[config.mk]
export PLATFORM = sky130hd
export DESIGN_NAME = dsp_addsub_seq
export DESIGN_NICKNAME = d
export VERILOG_FILES = /design/src/rtl/dsp_addsub_pkg.sv /design/src/rtl/dsp_addsub_lane.sv /design/src/rtl/dsp_addsub_seq.sv
export SDC_FILE = /design/constraint.sdc
export NUM_CORES = 1
export LEC_CHECK = 0
export ABC_AREA = 1
export CAP_MARGIN = 30
export CELL_PAD_IN_SITES_DETAIL_PLACEMENT = 1
export CELL_PAD_IN_SITES_GLOBAL_PLACEMENT = 1
export CORE_MARGIN = 2
export CORE_UTILIZATION = 35
export DETAILED_ROUTE_END_ITERATION = 6
export GPL_ROUTABILITY_DRIVEN = 0
export HOLD_SLACK_MARGIN = 0.1
export PLACE_DENSITY_LB_ADDON = 0.1
export SLEW_MARGIN = 20
export SYNTH_ARGS = -nofsm -noshare
export SYNTH_HDL_FRONTEND = slang
export SYNTH_SLANG_ARGS = --single-unit
export TNS_END_PERCENT = 100
[constraint.sdc]
create_clock -name clk -period 3.1 [get_ports clk]
set_input_delay 0.62 -clock clk [delete_from_list [all_inputs] [get_ports clk]]
set_output_delay 0.62 -clock clk [all_outputs]
set_load 0.01 [all_outputs]
[src/rtl/dsp_addsub_pkg.sv]
// rtl/dsp_addsub_pkg.sv - shared state encoding and lane width for the sequential add/sub
package dsp_addsub_pkg;

    localparam int LANE_DEFAULT = 16;

    typedef enum logic [1:0] {
        IDLE = 2'd0,
        BUSY = 2'd1,
        DONE = 2'd2
    } state_t;

endpackage

[src/rtl/dsp_addsub_lane.sv]
// rtl/dsp_addsub_lane.sv - combinational LANE-bit adder with carry-in, carry-out and MSB carry-in
module dsp_addsub_lane #(
    parameter int LANE = 16
) (
    input  logic [LANE-1:0] a,
    input  logic [LANE-1:0] b,
    input  logic            cin,
    output logic [LANE-1:0] sum,
    output logic            cout,
    output logic            msb_cin
);

    logic [LANE:0] full;

    assign full    = {1'b0, a} + {1'b0, b} + {{LANE{1'b0}}, cin};
    assign sum     = full[LANE-1:0];
    assign cout    = full[LANE];
    // The MSB sum bit is a^b^carry_in, so the carry into it falls out of the sum.
    assign msb_cin = a[LANE-1] ^ b[LANE-1] ^ full[LANE-1];

endmodule

[src/rtl/dsp_addsub_seq.sv]
// rtl/dsp_addsub_seq.sv - lane-serial add/sub, one LANE slice per cycle; DSP_ADDSUB_FLAGS_EN adds carry_out/overflow
module dsp_addsub_seq
    import dsp_addsub_pkg::*;
#(
    parameter int WIDTH = 32,
    parameter int LANE  = LANE_DEFAULT
) (
    input  logic             clk,
    input  logic             rst,
    input  logic             in_valid,
    output logic             in_ready,
    input  logic [WIDTH-1:0] a,
    input  logic [WIDTH-1:0] b,
    input  logic             sub,
    output logic             out_valid,
    input  logic             out_ready,
`ifdef DSP_ADDSUB_FLAGS_EN
    output logic             carry_out,
    output logic             overflow,
`endif
    output logic [WIDTH-1:0] result
);

    localparam int N     = WIDTH / LANE;
    localparam int CNT_W = (N > 1) ? $clog2(N) : 1;

    state_t            state;
    state_t            state_next;
    logic [WIDTH-1:0]  a_sh;
    logic [WIDTH-1:0]  b_sh;
    logic              carry;
    logic [CNT_W-1:0]  lane_k;
    logic              last_lane;
    logic [LANE-1:0]   lane_sum;
    logic              lane_cout;
    logic              lane_msb_cin;
    logic [WIDTH-1:0]  next_result;

    dsp_addsub_lane #(.LANE(LANE)) u_lane (
        .a       (a_sh[LANE-1:0]),
        .b       (b_sh[LANE-1:0]),
        .cin     (carry),
        .sum     (lane_sum),
        .cout    (lane_cout),
        .msb_cin (lane_msb_cin)
    );

    assign last_lane = (lane_k == CNT_W'(N - 1));

    // Operands shift down one lane per cycle and the result fills from the top,
    // so after N lanes lane 0 has landed in result[LANE-1:0].
    generate
        if (N == 1) begin : g_single
            assign next_result = lane_sum;
        end else begin : g_multi
            assign next_result = {lane_sum, result[WIDTH-1:LANE]};
        end
    endgenerate

    always_comb begin
        state_next = state;
        in_ready   = 1'b0;
        out_valid  = 1'b0;
        case (state)
            IDLE: begin
                in_ready = 1'b1;
                if (in_valid) state_next = BUSY;
            end
            BUSY: begin
                if (last_lane) state_next = DONE;
            end
            DONE: begin
                out_valid = 1'b1;
                if (out_ready) state_next = IDLE;
            end
            default: state_next = IDLE;
        endcase
    end

    always_ff @(posedge clk or posedge rst) begin
        if (rst) begin
            state  <= IDLE;
            a_sh   <= '0;
            b_sh   <= '0;
            carry  <= 1'b0;
            lane_k <= '0;
            result <= '0;
        end else begin
            state <= state_next;
            if (state == IDLE && in_valid) begin
                // Subtraction is a + ~b + 1: invert b here and seed the carry with sub.
                a_sh   <= a;
                b_sh   <= sub ? ~b : b;
                carry  <= sub;
                lane_k <= '0;
            end else if (state == BUSY) begin
                a_sh   <= a_sh >> LANE;
                b_sh   <= b_sh >> LANE;
                carry  <= lane_cout;
                result <= next_result;
                if (!last_lane) lane_k <= lane_k + 1'b1;
            end
        end
    end

`ifdef DSP_ADDSUB_FLAGS_EN
    logic msb_cin_q;

    always_ff @(posedge clk or posedge rst) begin
        if (rst) begin
            msb_cin_q <= 1'b0;
        end else if (state == BUSY) begin
            msb_cin_q <= lane_msb_cin;
        end
    end

    assign carry_out = carry;
    assign overflow  = msb_cin_q ^ carry;
`else
    logic msb_cin_unused;
    assign msb_cin_unused = lane_msb_cin;
`endif

endmodule

==> metrics.md, run 1 <==
| Metric | Value |
|---|---|
| Cell taking the most area after synthesis | `dfrtp_1` |
| Total CTS buffers | `9` |
| Initial antenna violation count | `0` |
| Detailed Route Iter0 Violations | `185` |
| Mean area per synthesized cell | `8.03 um^2` |
| Setup Skew | `10.3 ps` |
| Largest net degree at the start of global routing | `101` |
| Worst-Skew Late Latency | `about 360 ps` |
| Setup tns final | `0 ps` |
| R2R setup slack | `1130 ps` |
| Total number of vias | `about 4,500` |
| Final instance area | `around 0.0068 mm^2` |
| Final std cells w/o fill | `938` |
| # DRC | `0` |
| N_diodes | `0` |
| Grt peak-use layer | `met2` |
| Crit path time final | `2100 ps` |
| Post-synthesis sequential area ratio | `47.3%` |
| CTS tree | `done` |
| Main synth FF type | `dfrtp_1` |
| Crit path DAT | `approximately 1500 ps` |
| Switch Pwr | `2.97 mW` |
| Synth-to-layout area growth | `27.7%` |
| Sw Share | `42.6%` |
| Setup repair after global routing missed its margin | `false` |
| Critical path type | `flop to primary output` |
| # IOs | `103` |
| Hpwl dp | `10.1 mm` |
| Yosys Warn Count | `0` |
| Max-Cap Viols | `0` |
| Mapped Cells | `659` |
| Drt first pass iters | `4` |
| Synth Register Bits | `100` |
| Rows | `44` |
| Final worst setup slack | `997 ps` |
| Slew of the pin with the lowest slew margin | `724 ps` |
| Worst hold slack | `471 ps` |
| Placed Instances | `921` |
| Post-DP Area | `0.00641 mm^2` |
| Top cells by count, synth | `237 x nand2_1, 100 x dfrtp_1, 96 x inv_1` |
| ANT nets after route | `0` |
| H-tree levels | `3` |
| Internal power | `3.99 mW` |
| Die area | `0.0161 mm^2` |
| Post-place setup slack | `about 750 ps` |
| Post-synth ARST share | `100%` |
| Clk sinks | `100` |
| Final number of setup-violating endpoints | `0` |
| M3 GR Usage | `2.39%` |
| Total Nets Final | `835` |
| Max-slew violations | `0` |
| Post-CTS setup buffers | `0` |
| Gr ovfl total | `0` |
| Peak VDD IR | `0.375 mV` |
| Tot GR Track Use | `17.8%` |
| Drt wl/cell | `14.6 um` |
| Worst Path Max Fanout | `2` |
| First-pass GRT wire length | `22.6 mm` |
| Vias per cell | `~4.8` |
| Status | `complete, no violations` |
| Netlist cell types | `34` |
| Lkg Pwr | `roughly 3.3 nW` |
| Element type at the critical path start | `flop` |
| Die Width | `127 um` |
| Seq pwr share | `32.4%` |
| Hold Violations, Final | `0` |
| Gate power share | `50.1%` |
| PwrDens | `1030 mW/mm^2` |
| Die span in y | `between 100 and 150 um` |
| Vias in the first global route | `4,562` |
| Syn Nets | `745` |
| Most frequent cell after synthesis | `nand2_1` |
| Layout Utilization | `46.1%` |
| Top cells by area, synth | `dfrtp_1 47%, nand2_1 17%, inv_1 6.8%, o21ai_0 4.2%, ha_1 3.5%` |
| Met2 Resource Use GR | `29.2%` |
| IO Port Bufs | `about 100` |
| Fmax achieved | `476 MHz` |
| Core ar. | `0.0146 mm^2` |
| WP data required | `about 2500 ps` |
| Clock-pin slew on the worst setup and hold paths | `70 ps` |
| Clk pwr share | `17.6%` |
| Slew margin rel. | `between 50% and 60%` |
| CTS max path bufs | `2` |
| Top-area cell type share of the netlist area | `approximately 47%` |
| Worst hold path type | `flop to flop` |
| Starting density of the core | `36.1%` |
| Worst setup EP type | `primary output` |
| Cts repair resizes | `0` |
| Hold Buf Count CTS | `0` |
| Routed WL | `13.7 mm` |
| Crit share post-route | `67.8%` |
| Post-synth EDFFs | `0` |
| Share of layout cells above drive strength 1 | `5.04%` |
| GRT met1 Usage | `24.3%` |
| Cell Area, Synth | `0.00529 mm^2` |
| Clock root buffer master | `clkbuf_16` |
| Pwr Total | `6.96 mW` |
| Fill cell count | `1,795` |
-- sequential cells by signal, summed over array words and instances (netlist names) --
name and flops:
a_sh 32, b_sh 32, result 32, state 2, carry 1, lane_k 1
-- critical path: stages, from the launching register on --
cell and delay [ps]:
dfrtp_1 400, inv_2 90, nand2_1 60, inv_1 50, clkdlybuf4s50_1 520
-- per-layer routing --
layer / routed length (um) / vias to the layer above
li1: - / 2254
met1: 6690 / 2168
met2: 6380 / 80
met3: 378 / 13
met4: 216 / 0
met5: 0 / -
-- path summary, 6_finish.rpt --
| path | startpoint | to | depth (start not counted) |
|---|---|---|---|
| max | state[0]$_DFFE_PP0P_ | out_valid | 4 |
| min | result[9]$_DFFE_PP0P_ | result[9]$_DFFE_PP0P_ | 2 |
| max reg2reg | a_sh[0]$_DFFE_PP0P_ | result[22]$_DFFE_PP0P_ | 9 |
| min reg2reg | result[9]$_DFFE_PP0P_ | result[9]$_DFFE_PP0P_ | 2 |
| max in group asynchronous | rst | result[14]$_DFFE_PP0P_ | 3 |
| min in group asynchronous | rst | result[9]$_DFFE_PP0P_ | 3 |
-- cells in the final DEF, fill, tap and decap left out, drive strengths merged --
cell           Yosys  final
o32ai             15     15
inv              100    100
clkinvlp           0      2
buf               24      6
a22oi              1      1
o221ai            10     10
xnor2             10     10
nand4              1      1
nand3             20     20
a21oi              7      7
o211ai            15     15
ha                15     15
a32o               1      1
clkbuf             4      9
nor2              28     28
clkdlybuf4s50      0    101
o21ai             46     46
clkinv             0      3
or2                5      5
nand2            239    239
fa                 2      2
nand3b             3      3
dfrtp            100    100
bufinv             0      2
xor2               9      9
nor3               4      4
-- kinds of logic (layout without fill, tap and decap cells) --
kind of cell    after synthesis  in the layout  share of synthesized area, %
simple gates                300            300                          22.7
buf+inv                     128            223                          10.4
flops                       100            100                          47.3
compound gates               95             95                          12.2
xor+xnor                     19             19                          3.14
fa+ha+maj                    17             17                          4.30
-- area by class of cell --
| type | instances | area, um^2 | share of cell area (%) |
|---|---|---|---|
| flip-flops and latches | 100 | 2500 | 37.0 |
| clock buffers | 9 | 225 | 3.33 |
| well taps | 184 | 230 | 3.41 |
| repair buffers | 107 | 1080 | 16.0 |
| inverters | 100 | 379 | 5.61 |
| multi-input cells | 431 | 2240 | 33.2 |
| clock inverters | 7 | 98.8 | 1.46 |
-- power groups by stage --
stage / Sequential, mW / Combinational [mW] / Clock [mW]
after detailed placement: 2.29 / 3.53 / 0
after floorplan: 2.25 / 2.34 / 0
after global routing: 2.33 / 3.97 / 1.30
after CTS: 2.27 / 3.55 / 1.26
final: 2.25 / 3.49 / 1.22
after global placement: 2.27 / 3.38 / 0
No activity file was read; power rests on OpenSTA's default activity.
==> run 2: changes to the inputs <==
- clock period: 3.1 -> 1.93 ns (I/O delays scaled with it)
==> metrics.md, run 2 (synthesis results as in run 1) <==
| Metric | Value |
|---|---|
| First-pass GRT wire length | `24.2 mm` |
| Slew margin rel. | `60.0%` |
| Setup repair after global routing missed its margin | `true` |
| PwrDens | `1670 mW/mm^2` |
| Routed WL | `14.3 mm` |
| IO Port Bufs | `a little over 100` |
| Core ar. | `0.0146 mm^2` |
| Setup Skew | `8.78 ps` |
| Rows | `44` |
| Worst-path cell chain | `nor2_2 -> clkdlybuf4s50_1` |
| Layout Utilization | `a little under half` |
| # IOs | `103` |
| Post-place setup slack | `-3.62 ps` |
| Last element of the critical path | `in_ready` |
| Max-Cap Viols | `0` |
| Worst Path Max Fanout | `3` |
| Clock-pin slew on the worst setup and hold paths | `70 ps` |
| H-tree levels | `3` |
| Final instance area | `0.00687 mm^2` |
| Total number of vias | `4,548` |
| Drt first pass iters | `4` |
| Die Width | `approximately 130 um` |
| Max-slew violations | `0` |
| Lkg Pwr | `3.39 nW` |
| Synth-to-layout area growth | `29.9%` |
| Most common cell after layout, fill and taps aside | `nand2_1` |
| Commonest cells after routing, fill and taps aside | `236 x nand2_1, 100 x dfrtp_1, 100 x clkdlybuf4s50_1` |
| Element type at the critical path start | `flop` |
| Final worst setup slack | `81.7 ps` |
| Clock root buffer master | `clkbuf_16` |
| ANT nets after route | `0` |
| Vias per cell | `4.81` |
| Gr ovfl total | `0` |
| Total CTS buffers | `9` |
| CTS tree | `done` |
| CTS max path bufs | `2` |
| N_diodes | `0` |
| Final std cells w/o fill | `about 950` |
| Total Nets Final | `843` |
| Drt wl/cell | `15.1 um` |
| Hold Violations, Final | `0` |
| Crit path time final | `roughly 1800 ps` |
| Worst hold path type | `flop to flop` |
| R2R setup slack | `about 90 ps` |
| Initial antenna violation count | `0` |
| Pwr Total | `approximately 12 mW` |
| Final number of setup-violating endpoints | `0` |
| Detailed Route Iter0 Violations | `165` |
| Hold Buf Count CTS | `0` |
| Largest net degree at the start of global routing | `101` |
| Worst path bufs/invs | `1` |
| Slew of the pin with the lowest slew margin | `between 600 and 700 ps` |
| Post-DP Area | `0.00651 mm^2` |
| WP data required | `1540 ps` |
| # DRC | `0` |
| Status | `complete, no violations` |
| Crit share post-route | `95.8%` |
| FF-to-FF End | `result[20]$_DFFE_PP0P_` |
| Critical path type | `flop to primary output` |
| Hpwl dp | `10.4 mm` |
| Vias in the first global route | `4,823` |
| Worst setup EP type | `primary output` |
| Worst-Skew Late Latency | `360 ps` |
| Reg2Reg Launch Point | `carry$_DFFE_PP0P_` |
| Top flop regs | `a_sh: 32 flops, b_sh: 32 flops, result: 32 flops` |
| Share of layout cells above drive strength 1 | `6.96%` |
| Die area | `0.0161 mm^2` |
| Peak VDD IR | `between 0.5 and 0.6 mV` |
| Slowest CP cell | `clkdlybuf4s50_1` |
| Crit path DAT | `1460 ps` |
| Placed Instances | `between 900 and 1,000` |
| Starting density of the core | `36.1%` |
| Levels on crit path | `2` |
| Critical Path Start | `state[1]$_DFFE_PP0P_` |
| Tot GR Track Use | `18.8%` |
| Worst r2r path cells | `9` |
| Fmax achieved | `541 MHz` |
| CP max stage delay | `550 ps` |
| Clk sinks | `100` |
| Die span in y | `~130 um` |
| CP top delay family | `buffers and inverters` |
## run 2: final cells by class
type | count | area [um^2]
Fill cell | 1777 | 7770
Sequential cell | 100 | 2500
Multi-Input combinational cell | 431 | 2270
Timing Repair Buffer | 115 | 1170
Inverter | 100 | 379
Tap cell | 184 | 230
Clock buffer | 10 | 229
Clock inverter | 6 | 95.1
## run 2: worst min path at each step
stage,from,endpoint,slack [ps],cells after the start
after floorplan,b_sh[10]$_DFFE_PP0P_,b_sh[10]$_DFFE_PP0P_,450,2
after global placement,result[10]$_DFFE_PP0P_,result[10]$_DFFE_PP0P_,450,2
after detailed placement,result[14]$_DFFE_PP0P_,result[14]$_DFFE_PP0P_,460,2
after CTS,result[14]$_DFFE_PP0P_,result[14]$_DFFE_PP0P_,470,2
after global routing,result[14]$_DFFE_PP0P_,result[14]$_DFFE_PP0P_,500,2
final,result[11]$_DFFE_PP0P_,result[11]$_DFFE_PP0P_,470,2
## run 2: repair_timing
item                                    CTS  global route
setup buffers                             0             1
endpoints found under the setup margin    1             8
pin swaps                                 0             2
gates resized for setup                   1             9
## run 2: worst register-to-register path: stages, from the launching register on
cell     delay, ps
dfrtp_1        420
fa_2           420
inv_2           70
fa_2           180
inv_2           50
nand3_1         80
nand3_2        110
buf_4          150
xnor2_1        140
o21ai_0         90
## run 2: per-layer routing
metal | GRT usage [%] | up-vias | share of wire, %
met2 | 30.6 | 88 | 46
li1 | - | 2276 | -
met4 | 6.92 | 0 | 2.0
met1 | 25.8 | 2167 | 49
met3 | 2.64 | 17 | 2.8
met5 | 0 | - | 0
## run 2: power breakdown
part	switching, mW	leakage [nW]	internal, mW
Clock	0.844	0.158	1.15
Sequential	0.608	1.26	3.05
Combinational	3.45	1.97	2.41
Total	4.90	3.39	6.61
## run 2: stage by stage
stage	hold slack, ps	setup TNS, ps
6_report	472	0
5_1_grt	502	-48.8
4_1_cts	475	0
3_5_place_dp	458	-3.62
3_3_place_gp	453	0
2_1_floorplan	453	0
==> run 3: changes to the inputs <==
- CORE_MARGIN: 2 -> unset
- CORE_UTILIZATION: 35 -> 41
- clock period: 1.93 -> 2.2 ns (I/O delays scaled with it)
==> metrics.md, run 3 (synthesis results as in run 1) <==
| Metric | Value |
|---|---|
| Die Width | `116 um` |
| Crit share post-route | `90.6%` |
| Tot GR Track Use | `22.5%` |
| Hpwl dp | `10.2 mm` |
| H-tree levels | `3` |
| Gr ovfl total | `0` |
| IO Port Bufs | `between 100 and 150` |
| Die span in y | `116 um` |
| Hold Buf Count CTS | `0` |
| Critical path type | `flop to flop` |
| Cts repair resizes | `0` |
| Reg area | `between 0.002 and 0.003 mm^2` |
| CTS tree | `done` |
| Worst Path Max Fanout | `4` |
| Status | `complete, no violations` |
| Setup Skew | `6.63 ps` |
| Lkg Pwr | `3.35 nW` |
| GRT met1 Usage | `28.4%` |
| Synth-to-layout area growth | `28.1%` |
| CP max stage delay | `450 ps` |
| Clock root buffer master | `clkbuf_16` |
| ANT nets after route | `0` |
| Setup repair after global routing missed its margin | `false` |
| Fill cell count | `1,568` |
| WP data required | `around 2400 ps` |
| Worst hold path type | `flop to flop` |
| M3 GR Usage | `3.29%` |
| Total number of vias | `4,559` |
| Setup tns final | `0 ps` |
| Largest net degree at the start of global routing | `about 100` |
| CTS max path bufs | `2` |
| Initial antenna violation count | `0` |
| Worst-Skew Late Latency | `approximately 350 ps` |
| Met2 Resource Use GR | `38.6%` |
| Core ar. | `0.0126 mm^2` |
| Most common cell after layout, fill and taps aside | `nand2_1` |
| Commonest cells after routing, fill and taps aside | `237 x nand2_1, 101 x clkdlybuf4s50_1, 100 x dfrtp_1` |
| Slowest CP cell | `fa_1` |
| Starting density of the core | `about two fifths` |
| Grt peak-use layer | `met2` |
| Gate power share | `50.6%` |
| PwrDens | `1460 mW/mm^2` |
| Worst-path cell chain | `fa_1 -> inv_1 -> fa_1 -> inv_1 -> nand2_1 -> nand3_1 -> or2_2 -> nand3_1 -> o21ai_0` |
| Crit path time final | `1990 ps` |
| Slew margin rel. | `61.4%` |
| Drt first pass iters | `4` |
| Switch Pwr | `4.17 mW` |
| CP top delay family | `adder cells` |
| Final number of setup-violating endpoints | `0` |
| Share of layout cells above drive strength 1 | `between 5 and 6%` |
| Hold Violations, Final | `0` |
| Worst setup EP type | `flop` |
| Multi-input logic area | `0.00224 mm^2` |
| Crit path DAT | `around 2200 ps` |
| Clock-pin slew on the worst setup and hold paths | `70 ps` |
| Top flop regs | `a_sh: 32 flops, b_sh: 32 flops, result: 32 flops` |
| N_diodes | `0` |
| First-pass GRT wire length | `around 23 mm` |
| Routed WL | `13.7 mm` |
| Worst path bufs/invs | `2` |
| Element type at the critical path start | `flop` |
| Detailed Route Iter0 Violations | `186` |
| Seq pwr share | `approximately a third` |
| Clk pwr share | `between 10% and 20%` |
| Clk sinks | `100` |
| # IOs | `103` |
| Layout Utilization | `53.7%` |
| Die area | `0.0134 mm^2` |
| Drt wl/cell | `14.7 um` |
| Vias per cell | `4.90` |
| Vias in the first global route | `4,790` |
| Max-slew violations | `0` |
| Fmax achieved | `502 MHz` |
| Slew of the pin with the lowest slew margin | `579 ps` |
| Total CTS buffers | `9` |
| # DRC | `0` |
| Post-CTS setup buffers | `0` |
| Internal power | `5.71 mW` |
| Max-Cap Viols | `0` |
| Sw Share | `between 40 and 50%` |
| Peak VDD IR | `around 0.55 mV` |
| Rows | `between 40 and 50` |
| Total Nets Final | `839` |
[run 3: cell count changes in the layout (fill, tap and decap cells not counted), sizes merged]
cell	delta
clkdlybuf4s50	+1
buf	-4
clkbuf	+1
clkinv	+2
dlymetal6s2s	-1
inv	-3
[run 3: area by class of cell]
| type | instances | share of cell area [%] |
|---|---|---|
| sequential | 100 | 36.9 |
| multi-input combinational | 431 | 33.1 |
| timing repair buffer | 111 | 16.5 |
| inverter | 100 | 5.59 |
| clock buffer | 11 | 3.58 |
| tap | 172 | 3.18 |
| clock inverter | 5 | 1.11 |
[run 3: metrics by stage]
step / setup slack (ps) / std cells / hold slack, ps / instance area (um^2) / total power [mW]
5_1_grt: 16.7 / 930 / 498 / 6780 / 10.8
2_1_floorplan: 431 / 659 / 453 / 5300 / 6.46
3_5_place_dp: 208 / 914 / 457 / 6460 / 8.27
6_report: 207 / 930 / 469 / 6780 / 9.88
4_1_cts: 201 / 930 / 474 / 6780 / 10.0
3_3_place_gp: 237 / 914 / 452 / 6460 / 7.99
[run 3: tightest hold or removal path, delay by kind of cell (launching register included)]
| kind | cells | cell delay, ps |
|---|---|---|
| DFF | 1 | 340 |
| and+or+nand+nor | 2 | 100 |
[run 3: final timing paths]
check                                          to  cells past startpoint             startpoint  slack [ps]
hold reg to reg             result[9]$_DFFE_PP0P_                      2  result[9]$_DFFE_PP0P_         470
hold / removal              result[9]$_DFFE_PP0P_                      2  result[9]$_DFFE_PP0P_         470
setup reg to reg           result[22]$_DFFE_PP0P_                      9    a_sh[0]$_DFFE_PP0P_         210
setup / recovery           result[22]$_DFFE_PP0P_                      9    a_sh[0]$_DFFE_PP0P_         210
min in group asynchronous  result[13]$_DFFE_PP0P_                      3                    rst         550
max in group asynchronous    b_sh[12]$_DFFE_PP0P_                      3                    rst        1180
[run 3: routing by layer]
metal | vias up | routed length, um | share of wire [%]
met5 | - | 0 | 0
met4 | 0 | 309 | 2.3
met3 | 19 | 478 | 3.5
met2 | 93 | 6720 | 49
met1 | 2182 | 6190 | 45
li1 | 2265 | - | -
[run 3: power by group through the flow]
stage                     clock, mW  combinational, mW  sequential (mW)
after detailed placement          0               5.06             3.22
final                          1.71               5.01             3.17
after CTS                      1.75               5.09             3.19
after global placement            0               4.81             3.17
after global routing           1.81               5.73             3.27
after floorplan                   0               3.29             3.17
